--- config.mk ---
export PLATFORM = sky130hd
export DESIGN_NAME = mano_timing_ctrl
export DESIGN_NICKNAME = d
export VERILOG_FILES = /design/src/rtl/mano_timing_ctrl.sv
export SDC_FILE = /design/constraint.sdc
export NUM_CORES = 1
export LEC_CHECK = 0
export CAP_MARGIN = 10
export CORE_MARGIN = 1.5
export CORE_UTILIZATION = 30
export CTS_BUF_LIST = sky130_fd_sc_hd__clkbuf_2
export CTS_CLUSTER_SIZE = 40
export DETAILED_ROUTE_END_ITERATION = 16
export PLACE_DENSITY = 0.61
export SETUP_SLACK_MARGIN = 0.5
export SYNTH_ARGS = -nofsm -noshare
export SYNTH_HDL_FRONTEND = slang
export SYNTH_SLANG_ARGS = --single-unit
--- constraint.sdc ---
create_clock -name clk -period 2.56 [get_ports clk]
set_clock_uncertainty 0.05 [all_clocks]
set_input_delay 0.256 -clock clk [delete_from_list [all_inputs] [get_ports clk]]
set_output_delay 0.256 -clock clk [all_outputs]
set_load 0.01 [all_outputs]
--- src/rtl/mano_timing_ctrl.sv ---
// mano_timing_ctrl
//   Timing and control unit for the Mano basic computer. It holds the 3-bit
//   sequence counter (SC), the run flip-flop, the decoded opcode (D0..D7) and
//   the latched indirect bit. From these it drives all register and memory
//   control strobes combinationally.
//
// Ports
//   clk, rst                       clock, async active-high reset
//   start                          pulse that sets the run flip-flop when idle
//   ir[15:0]                       current instruction register contents
//   ac_sign, ac_zero, e_zero,      status: AC[15], AC==0, E==0, DR==0
//   dr_zero
//   t[7:0], d[7:0]                 one-hot timing (T0..T7) and opcode (D0..D7)
//   i_flag, running                latched indirect bit, run flip-flop
//   ar_ld .. mem_wr                register load/inc/clr and memory strobes
//   bus_sel[2:0]                   1 AR, 2 PC, 3 DR, 4 AC, 5 IR, 7 MEM, 0 none
//   alu_op[2:0]                    0 AND, 1 ADD, 2 DR, 3 CMA, 4 CIR, 5 CIL
module mano_timing_ctrl (
  input  logic        clk,
  input  logic        rst,
  input  logic        start,
  input  logic [15:0] ir,
  input  logic        ac_sign,
  input  logic        ac_zero,
  input  logic        e_zero,
  input  logic        dr_zero,
  output logic [7:0]  t,
  output logic [7:0]  d,
  output logic        i_flag,
  output logic        running,
  output logic        ar_ld,
  output logic        ar_inc,
  output logic        pc_ld,
  output logic        pc_inc,
  output logic        dr_ld,
  output logic        dr_inc,
  output logic        ir_ld,
  output logic        ac_ld,
  output logic        ac_clr,
  output logic        ac_inc,
  output logic        e_clr,
  output logic        e_cmp,
  output logic        mem_rd,
  output logic        mem_wr,
  output logic [2:0]  bus_sel,
  output logic [2:0]  alu_op
);

  localparam logic [2:0] BUS_NONE = 3'd0;
  localparam logic [2:0] BUS_AR   = 3'd1;
  localparam logic [2:0] BUS_PC   = 3'd2;
  localparam logic [2:0] BUS_DR   = 3'd3;
  localparam logic [2:0] BUS_AC   = 3'd4;
  localparam logic [2:0] BUS_IR   = 3'd5;
  localparam logic [2:0] BUS_MEM  = 3'd7;

  localparam logic [2:0] ALU_AND  = 3'd0;
  localparam logic [2:0] ALU_ADD  = 3'd1;
  localparam logic [2:0] ALU_DR   = 3'd2;
  localparam logic [2:0] ALU_CMA  = 3'd3;
  localparam logic [2:0] ALU_CIR  = 3'd4;
  localparam logic [2:0] ALU_CIL  = 3'd5;

  logic [2:0] sc;
  logic       sc_clr;
  logic       halt;
  logic       skip;

  assign t = running ? (8'd1 << sc) : 8'h00;

  // Skip conditions are ORed so several skip bits still give one PC increment.
  assign skip = (ir[4] & ~ac_sign) | (ir[3] & ac_sign) |
                (ir[2] & ac_zero)  | (ir[1] & e_zero);

  // Control decode: combinational from SC, D, I, IR and status
  always_comb begin
    ar_ld   = 1'b0;
    ar_inc  = 1'b0;
    pc_ld   = 1'b0;
    pc_inc  = 1'b0;
    dr_ld   = 1'b0;
    dr_inc  = 1'b0;
    ir_ld   = 1'b0;
    ac_ld   = 1'b0;
    ac_clr  = 1'b0;
    ac_inc  = 1'b0;
    e_clr   = 1'b0;
    e_cmp   = 1'b0;
    mem_rd  = 1'b0;
    mem_wr  = 1'b0;
    bus_sel = BUS_NONE;
    alu_op  = ALU_AND;
    sc_clr  = 1'b0;
    halt    = 1'b0;
    if (running) begin
      case (sc)
        3'd0: begin
          bus_sel = BUS_PC;
          ar_ld   = 1'b1;
        end
        3'd1: begin
          mem_rd  = 1'b1;
          bus_sel = BUS_MEM;
          ir_ld   = 1'b1;
          pc_inc  = 1'b1;
        end
        3'd2: begin
          bus_sel = BUS_IR;
          ar_ld   = 1'b1;
        end
        3'd3: begin
          if (d[7]) begin
            // I/O (I=1) is a NOP; register reference executes here.
            sc_clr = 1'b1;
            if (!i_flag) begin
              // Only the highest set AC-modifying bit acts.
              if (ir[11]) begin
                ac_clr = 1'b1;
              end else if (ir[9]) begin
                ac_ld  = 1'b1;
                alu_op = ALU_CMA;
              end else if (ir[7]) begin
                ac_ld  = 1'b1;
                alu_op = ALU_CIR;
              end else if (ir[6]) begin
                ac_ld  = 1'b1;
                alu_op = ALU_CIL;
              end else if (ir[5]) begin
                ac_inc = 1'b1;
              end
              e_clr  = ir[10];
              e_cmp  = ir[8];
              pc_inc = skip;
              halt   = ir[0];
            end
          end else if (i_flag) begin
            mem_rd  = 1'b1;
            bus_sel = BUS_MEM;
            ar_ld   = 1'b1;
          end
        end
        3'd4: begin
          if (d[0] | d[1] | d[2] | d[6]) begin
            mem_rd  = 1'b1;
            bus_sel = BUS_MEM;
            dr_ld   = 1'b1;
          end else if (d[3]) begin
            bus_sel = BUS_AC;
            mem_wr  = 1'b1;
            sc_clr  = 1'b1;
          end else if (d[4]) begin
            bus_sel = BUS_AR;
            pc_ld   = 1'b1;
            sc_clr  = 1'b1;
          end else if (d[5]) begin
            bus_sel = BUS_PC;
            mem_wr  = 1'b1;
            ar_inc  = 1'b1;
          end
        end
        3'd5: begin
          if (d[0] | d[1] | d[2]) begin
            ac_ld  = 1'b1;
            alu_op = d[1] ? ALU_ADD : (d[2] ? ALU_DR : ALU_AND);
            sc_clr = 1'b1;
          end else if (d[5]) begin
            bus_sel = BUS_AR;
            pc_ld   = 1'b1;
            sc_clr  = 1'b1;
          end else if (d[6]) begin
            dr_inc = 1'b1;
          end
        end
        3'd6: begin
          if (d[6]) begin
            bus_sel = BUS_DR;
            mem_wr  = 1'b1;
            pc_inc  = dr_zero;
            sc_clr  = 1'b1;
          end
        end
        default: begin
          // T7 is never part of an instruction: recover to T0 silently.
          sc_clr = 1'b1;
        end
      endcase
    end
  end

  // State: SC, run flip-flop, opcode decode and indirect bit
  always_ff @(posedge clk or posedge rst) begin
    if (rst) begin
      sc      <= 3'd0;
      running <= 1'b0;
      i_flag  <= 1'b0;
      d       <= 8'h00;
    end else if (!running) begin
      if (start) begin
        running <= 1'b1;
        sc      <= 3'd0;
      end
    end else begin
      if (halt) begin
        running <= 1'b0;
      end
      sc <= sc_clr ? 3'd0 : (sc + 3'd1);
      if (sc == 3'd2) begin
        d      <= 8'd1 << ir[14:12];
        i_flag <= ir[15];
      end
    end
  end

endmodule

# == After elaboration in Yosys (flattened, before gate mapping) ==
# Index checks and enable logic that the tools add are counted.
# op_classes
add_sub_neg,1
eq_ne,6
shift,2
mux,107
bitwise_logic,11
reduce_logical,5
# op_table
op,n
$mux 1,76
$mux 3,15
$pmux 3 s7,1
$shl 1x3->8 const A,2
$mux 2,6
$eq 3x3->1 const B,3
$mux 8,1
$pmux 1 s2,4
$eq 3x2->1 const B,2
$or 1x1->1,6
$pmux 1 s3,2
$pmux 3 s2,1
$pmux 1 s5,1
$and 1x1->1,4
$add 3x1->3 const B,1
$eq 3x1->1 const B,1
$logic_not 3->1,1
$reduce_or 3->1,1
$reduce_and 2->1,1
$reduce_bool 2->1,1
$reduce_or 2->1,1
$not 1->1,1
# totals
register_bits,13
input_bits,23
out_inout_bits,38
elab_cells,136

# == Longest topological paths before layout ==
# Gate-level depths: netlist of the first run.
# logic_depth
ltp_word,9
depth_mapped,7
depth_no_buf,5

# == Worst setup path after synthesis of the first run ==
# OpenSTA, ideal clock, no wires.
# synth_path
path_type,register to output
from,register sc[1]
to,output pc_ld
arrival_time_ps,1703
t_required_ps,2254
slack_ps,551
stages_incl_launch_ff,6
path_buffers,0
path_cell_list,dfrtp_1 -> inv_1 -> ha_1 -> nand2_4 -> or4_1 -> a2111oi_2
# synth_between
elab_chain_len,3
word_cells_on_any_way,4
classes_between,eq/ne (2); mux (2)
# synth_lines
item,line,text
"start, declared",64,logic [2:0] sc;
"start signal, assigned",206,sc <= sc_clr ? 3'd0 : (sc + 3'd1);
$eq 3x3->1,96,case (sc)
$pmux 1 s2 *,96,
$mux 1 *,95,if (running) begin
"end, declared",33,"output logic pc_ld,"
# Mark *: on every way between the ends. The rest lies on a longest branch, timed or not.

# == Final worst setup path of the first run ==
# Ends and elaborated chain as after synthesis.

==> results of run 1 <==
area by class of cell:
cell class,count,area (um^2)
Multi-Input combinational cell,113,1040
Sequential cell,13,330
Tap cell,48,60.1
Clock buffer,4,20.0
Inverter,11,46.3
Timing Repair Buffer,99,836
Fill cell,347,1380
cells by family after synthesis:
group                      Yosys count  share of synthesized area
AOI/OAI and AO/OA                   40                      0.260
adders and majority gates            6                     0.0636
buffers and inverters               19                     0.0688
DFF                                 13                      0.275
muxes                                2                     0.0180
and+or+nand+nor                     65                      0.315
state kept, by name, summed over array words and instances, names as in the netlist:
signal / cells
i_flag: 1
running: 1
d: 8
sc: 3
stage by stage:
stage / instance area (um^2) / instances / util / worst slack, ps
after global routing: 2340 / 288 / 0.629 / 237
after detailed placement: 1920 / 261 / 0.517 / 62.8
final: 2340 / 288 / 0.629 / 325
after CTS: 2200 / 282 / 0.592 / 314
after global placement: 1920 / 261 / 0.517 / 76.9
after floorplan: 1180 / 145 / - / 551
cell usage after synthesis (4+ instances only):
library cell / number / area share
a21oi_1: 5 / 0.021
o41ai_1: 5 / 0.037
and2_1: 9 / 0.048
clkbuf_1: 4 / 0.013
ha_1: 6 / 0.064
and3_1: 4 / 0.021
o21ai_0: 6 / 0.025
nor2_1: 6 / 0.019
dfrtp_1: 13 / 0.28
nand2_1: 19 / 0.060
nor4_1: 4 / 0.021
inv_1: 11 / 0.035
routing by layer:
metal  share of wire  wire [um]  vias to the layer above  global-route usage
met3           0.065        308                        6              0.0291
met1            0.43       2030                      738               0.277
li1                -          -                      730                   -
met5               0          0                        -                   0
met2            0.49       2310                       68               0.376
met4           0.012         55                        0              0.0573
layout by cell type (no fill, tap or decap), drive strengths merged, types with 3 or more instances in the layout:
cell and n:
o31ai 3, clkdlybuf4s50 32, inv 11, o41ai 5, and3 4, buf 57, nor4 4, nor2 6
nor2b 3, nand3 3, a31oi 3, clkbuf 7, dlygate4sd2 7, a21oi 5, nand2 20, or4 4
and2 11, dfrtp 13, o21ai 8, ha 6
path summary, 6_finish.rpt:
check	start	end	slack (ps)	cells after the start
max	sc[1]	pc_ld	330	6
min	rst	running	260	2
max reg2reg	sc[0]	sc[2]	630	7
min reg2reg	d[4]	d[4]	560	2
max in group asynchronous	rst	sc[1]	1830	2
min in group clk	ir[0]	running	500	2
repair_timing:
item | CTS | global route
setup buffers | 17 | 6
pin swaps | 11 | 15
gates cloned | 0 | 0
setup endpoints to repair | 28 | 21
gates resized for setup | 131 | 30
critical path, cell delays in order (launching register included):
cell	delay, ps
dfrtp_2	480
inv_4	90
ha_4	150
nand2_4	50
or4_4	430
a2111oi_4	280
buf_2	180
where the power goes:
group | switching (uW) | internal (uW)
Clock | 62.6 | 41.4
Sequential | 179 | 298
Combinational | 938 | 1080
Total | 1180 | 1420
==> impl_metrics.tcl, run 1 <==
set metrics [dict create \
    synth_cells 145 \
    holdBufCountCts 0 \
    seq_area_frac_synth 0.275 \
    synthesis.area_um2 1180 \
    clkTransAtPathRegs_ps 120 \
    slew_violations 0 \
    final_layout_size_suffix_gt1_frac 0.442 \
    clockBufferDepth 2 \
    via_per_inst 5.35 \
    finalCritPeriodShare 0.873 \
    drv_cap 0 \
    final_antenna_net_count 0 \
    clk_latency_ps 260 \
    hpwl_um 3230 \
    grt_pass1_vias 1528 \
    worstPathMaxFanout 4 \
    die_width_um 65.7 \
    drc 0 \
    rsz0062_at_grt "true" \
    fmax_mhz 447 \
    clock_tree.root_cell "clkbuf_2" \
    start_util 0.318 \
    core_um2 3720 \
    cts_tree "built" \
    io_buffers 60 \
    cp.arrival_ps 1930 \
    start_kind "flop" \
    p_per_area_nw_per_um2 1110 \
    maxSlewHeadroom 0.655 \
    whs_ps 258 \
    overflow 0 \
    wl_per_cell_um 16.4 \
    final-hold-violation-count 0 \
    setup_viol 0 \
    ys_warn_count 0 \
    syn_to_final_growth_pct 97.8 \
    grt_usage 0.216 \
    p_leak_uw 0.00105 \
    synth_nets 174 \
    cts.sinks 13 \
    rows 22 \
    numCtsBuffers 3 \
    ys_ff_latch 13 \
    final_nets 270 \
    synth_edf_count 0 \
    synth_cell_types 46 \
    firstDrtPassIters 4 \
    total_power_uw 2600 \
    min_period_ps 2230 \
    worstPathRequired_ps 2250 \
    vias 1542 \
    num_io_pins 61 \
    synthFlopType "dfrtp_1" \
    setup_tns_ps 0 \
    drt_wl_total_um 4710 \
    crit_type "flop to output port" \
    outcome "finished clean" \
    htreeDepth 1 \
    antenna_found_initial 0 \
    async_flop_share 1.00 \
    drt_iter0_markers 91 \
    routabilityCongestion 0.791 \
    irDropWorstVdd_v 0.000485 \
    die_area_um2 4320 \
    syn_area_per_cell_um2 8.15 \
    min_path_type "input pin to async pin" \
    antennaDiodeCount 0 \
    die_h_um 65.7 \
    grt_pass1_wl_um 7270 \
    grt_max_degree 16 \
    tightestPinTransition_ps 517 \
    end_kind "output port" \
]
Power figures use the tool's default switching activity.
==> inputs of run 2 (changes only) <==
--- a/config.mk
+++ b/config.mk
@@ -7,11 +7,12 @@
 export LEC_CHECK = 0
 export CAP_MARGIN = 10
 export CORE_MARGIN = 1.5
-export CORE_UTILIZATION = 30
+export CORE_UTILIZATION = 40
 export CTS_BUF_LIST = sky130_fd_sc_hd__clkbuf_2
 export CTS_CLUSTER_SIZE = 40
 export DETAILED_ROUTE_END_ITERATION = 16
-export PLACE_DENSITY = 0.61
+export PLACE_DENSITY = 0.79
+export RECOVER_POWER = 100
 export SETUP_SLACK_MARGIN = 0.5
 export SYNTH_ARGS = -nofsm -noshare
 export SYNTH_HDL_FRONTEND = slang
==> run 2 against run 1 <==
Net effect:
- routed wire length increased by 0.68%
- largest power group unchanged
- die area decreased by 24%
- critical endpoint is now bus_sel[0]
- highest routed layer unchanged
- non-clock buffer count decreased by 6
- largest cell class unchanged
==> impl_metrics.tcl, run 2 (same netlist as run 1, synthesis figures left out) <==
set metrics [dict create \
    slew_violations 0 \
    antennaDiodeCount 0 \
    irDropWorstVdd_v 0.000896 \
    rows 19 \
    wl_per_cell_um 17.9 \
    final_cell_mix "clkdlybuf4s50_1 (22), buf_4 (20), nand2_1 (17)" \
    r2r_start "sc[0]" \
    maxSlewHeadroom 0.618 \
    htreeDepth 1 \
    worstSetupEndpoint "bus_sel[0]" \
    drv_cap 0 \
    antenna_found_initial 0 \
    grt_pass1_wl_um 7300 \
    layout.cells.most_common "clkdlybuf4s50_1" \
    grt_pass1_vias 1549 \
    drc 0 \
    die_width_um 57.3 \
    worstPathRequired_ps 2250 \
    vias 1556 \
    start_util 0.425 \
    syn_to_final_growth_pct 76.2 \
    outcome "finished clean" \
    clock_tree.root_cell "clkbuf_2" \
    cts.sinks 13 \
    fill_cells 215 \
    holdBufCountCts 0 \
    num_io_pins 61 \
    die_area_um2 3290 \
    final_layout_size_suffix_gt1_frac 0.291 \
    overflow 0 \
    end_kind "output port" \
    numCtsBuffers 3 \
    cp.arrival_ps 2060 \
    grt_usage 0.280 \
    cts_tree "built" \
    clkTransAtPathRegs_ps 120 \
    start_kind "flop" \
    rsz0062_at_grt "true" \
    grt_max_degree 19 \
    reg2reg_to "sc[0]" \
    worstPathMaxFanout 5 \
    postPlaceCellArea_um2 1890 \
    clockBufferDepth 2 \
    drt_iter0_markers 51 \
    setup_tns_ps 0 \
    reg2reg_slack_ps 400 \
    setup_viol 0 \
    routabilityCongestion 0.896 \
    p_per_area_nw_per_um2 1070 \
    die_h_um 57.3 \
    crit_type "flop to output port" \
    r2r_cells 9 \
    final_antenna_net_count 0 \
    finalCritPeriodShare 0.926 \
    core_um2 2780 \
    firstDrtPassIters 4 \
    p_leak_uw 0.000957 \
    top_regs "d x8, sc x3" \
    io_buffers 60 \
    largest_register_ffs 8 \
    min_path_type "input pin to async pin" \
    final_nets 264 \
    regMostFlops "d" \
    min_period_ps 2370 \
    drt_wl_total_um 4740 \
    fmax_mhz 422 \
    hpwl_um 3100 \
    via_per_inst 5.87 \
    startpoint "sc[0]" \
    fin_area_um2 2080 \
    clk_latency_ps 250 \
    tightestPinTransition_ps 571 \
    final-hold-violation-count 0 \
]
==> run 2: cell count changes in the layout (fill, tap and decap cells not counted), moves of 6 or more <==
cell             previous run  this run
dlygate4sd3_1               0        10
clkdlybuf4s50_1            32        22
buf_6                      13         7
buf_2                      15         9
buf_4                      29        20
clkbuf_1                    0        14
==> run 2: layer usage <==
layer / routed length [um] / global-route usage
met2: 2280 / 0.498
met1: 1940 / 0.342
met5: 0 / 0
met3: 325 / 0.0272
met4: 199 / 0.116
==> run 2: cell type report <==
cell class | instances | area (um^2) | share of cell area
Multi-Input combinational cell | 113 | 900 | 0.432
Timing Repair Buffer | 93 | 752 | 0.361
Sequential cell | 13 | 327 | 0.157
Inverter | 11 | 43.8 | 0.0210
Tap cell | 31 | 38.8 | 0.0186
Clock buffer | 4 | 20.0 | 0.00962
==> run 2: worst min path at each step <==
stage,to,cells past startpoint,slack [ps]
floorplan,d[0],1,80
global placement,sc[1],2,480
detailed placement,sc[1],2,520
CTS,d[3],2,270
global route,d[3],2,440
finish,d[1],2,400
==> run 2: where the power goes <==
group,internal [uW],total (uW),switching [uW]
Clock,41.5,100,58.9
Sequential,296,437,142
Combinational,855,1690,838
==> run 2: worst max-delay path, cell delays in order (launching register included) <==
cell,delay (ps)
dfrtp_1,410
clkbuf_1,110
ha_1,240
ha_4,190
buf_8,140
nand2_4,60
a2bb2oi_1,260
buf_4,180
a31oi_1,80
clkbuf_1,140
==> run 2: stage by stage <==
step | hold slack, ps | power [uW] | utilization | instances | setup WS [ps]
2_1_floorplan | 83.0 | 1160 | - | 145 | 551
3_3_place_gp | 475 | 1830 | 0.678 | 242 | 17.5
3_5_place_dp | 518 | 1860 | 0.678 | 242 | -51.9
4_1_cts | 265 | 2190 | 0.753 | 263 | 300
5_1_grt | 436 | 2370 | 0.748 | 265 | 113
6_report | 400 | 2230 | 0.748 | 265 | 190
==> run 2: what timing repair did <==
action                                  4_1_cts  5_1_grt
resized for setup                           120       20
buffers inserted                             17        2
endpoints found under the setup margin       28       25
endpoints found under the hold margin         0        0
pin swaps                                    20        6
==> inputs of run 3 (changes only) <==
--- a/config.mk
+++ b/config.mk
@@ -9,6 +9,7 @@
 export CORE_MARGIN = 1.5
 export CORE_UTILIZATION = 40
 export CTS_BUF_LIST = sky130_fd_sc_hd__clkbuf_2
+export CTS_CLUSTER_DIAMETER = 200
 export CTS_CLUSTER_SIZE = 40
 export DETAILED_ROUTE_END_ITERATION = 16
 export PLACE_DENSITY = 0.79
==> results of run 3 <==
The final DEF is identical to that of run 2; final timing and power are the same.
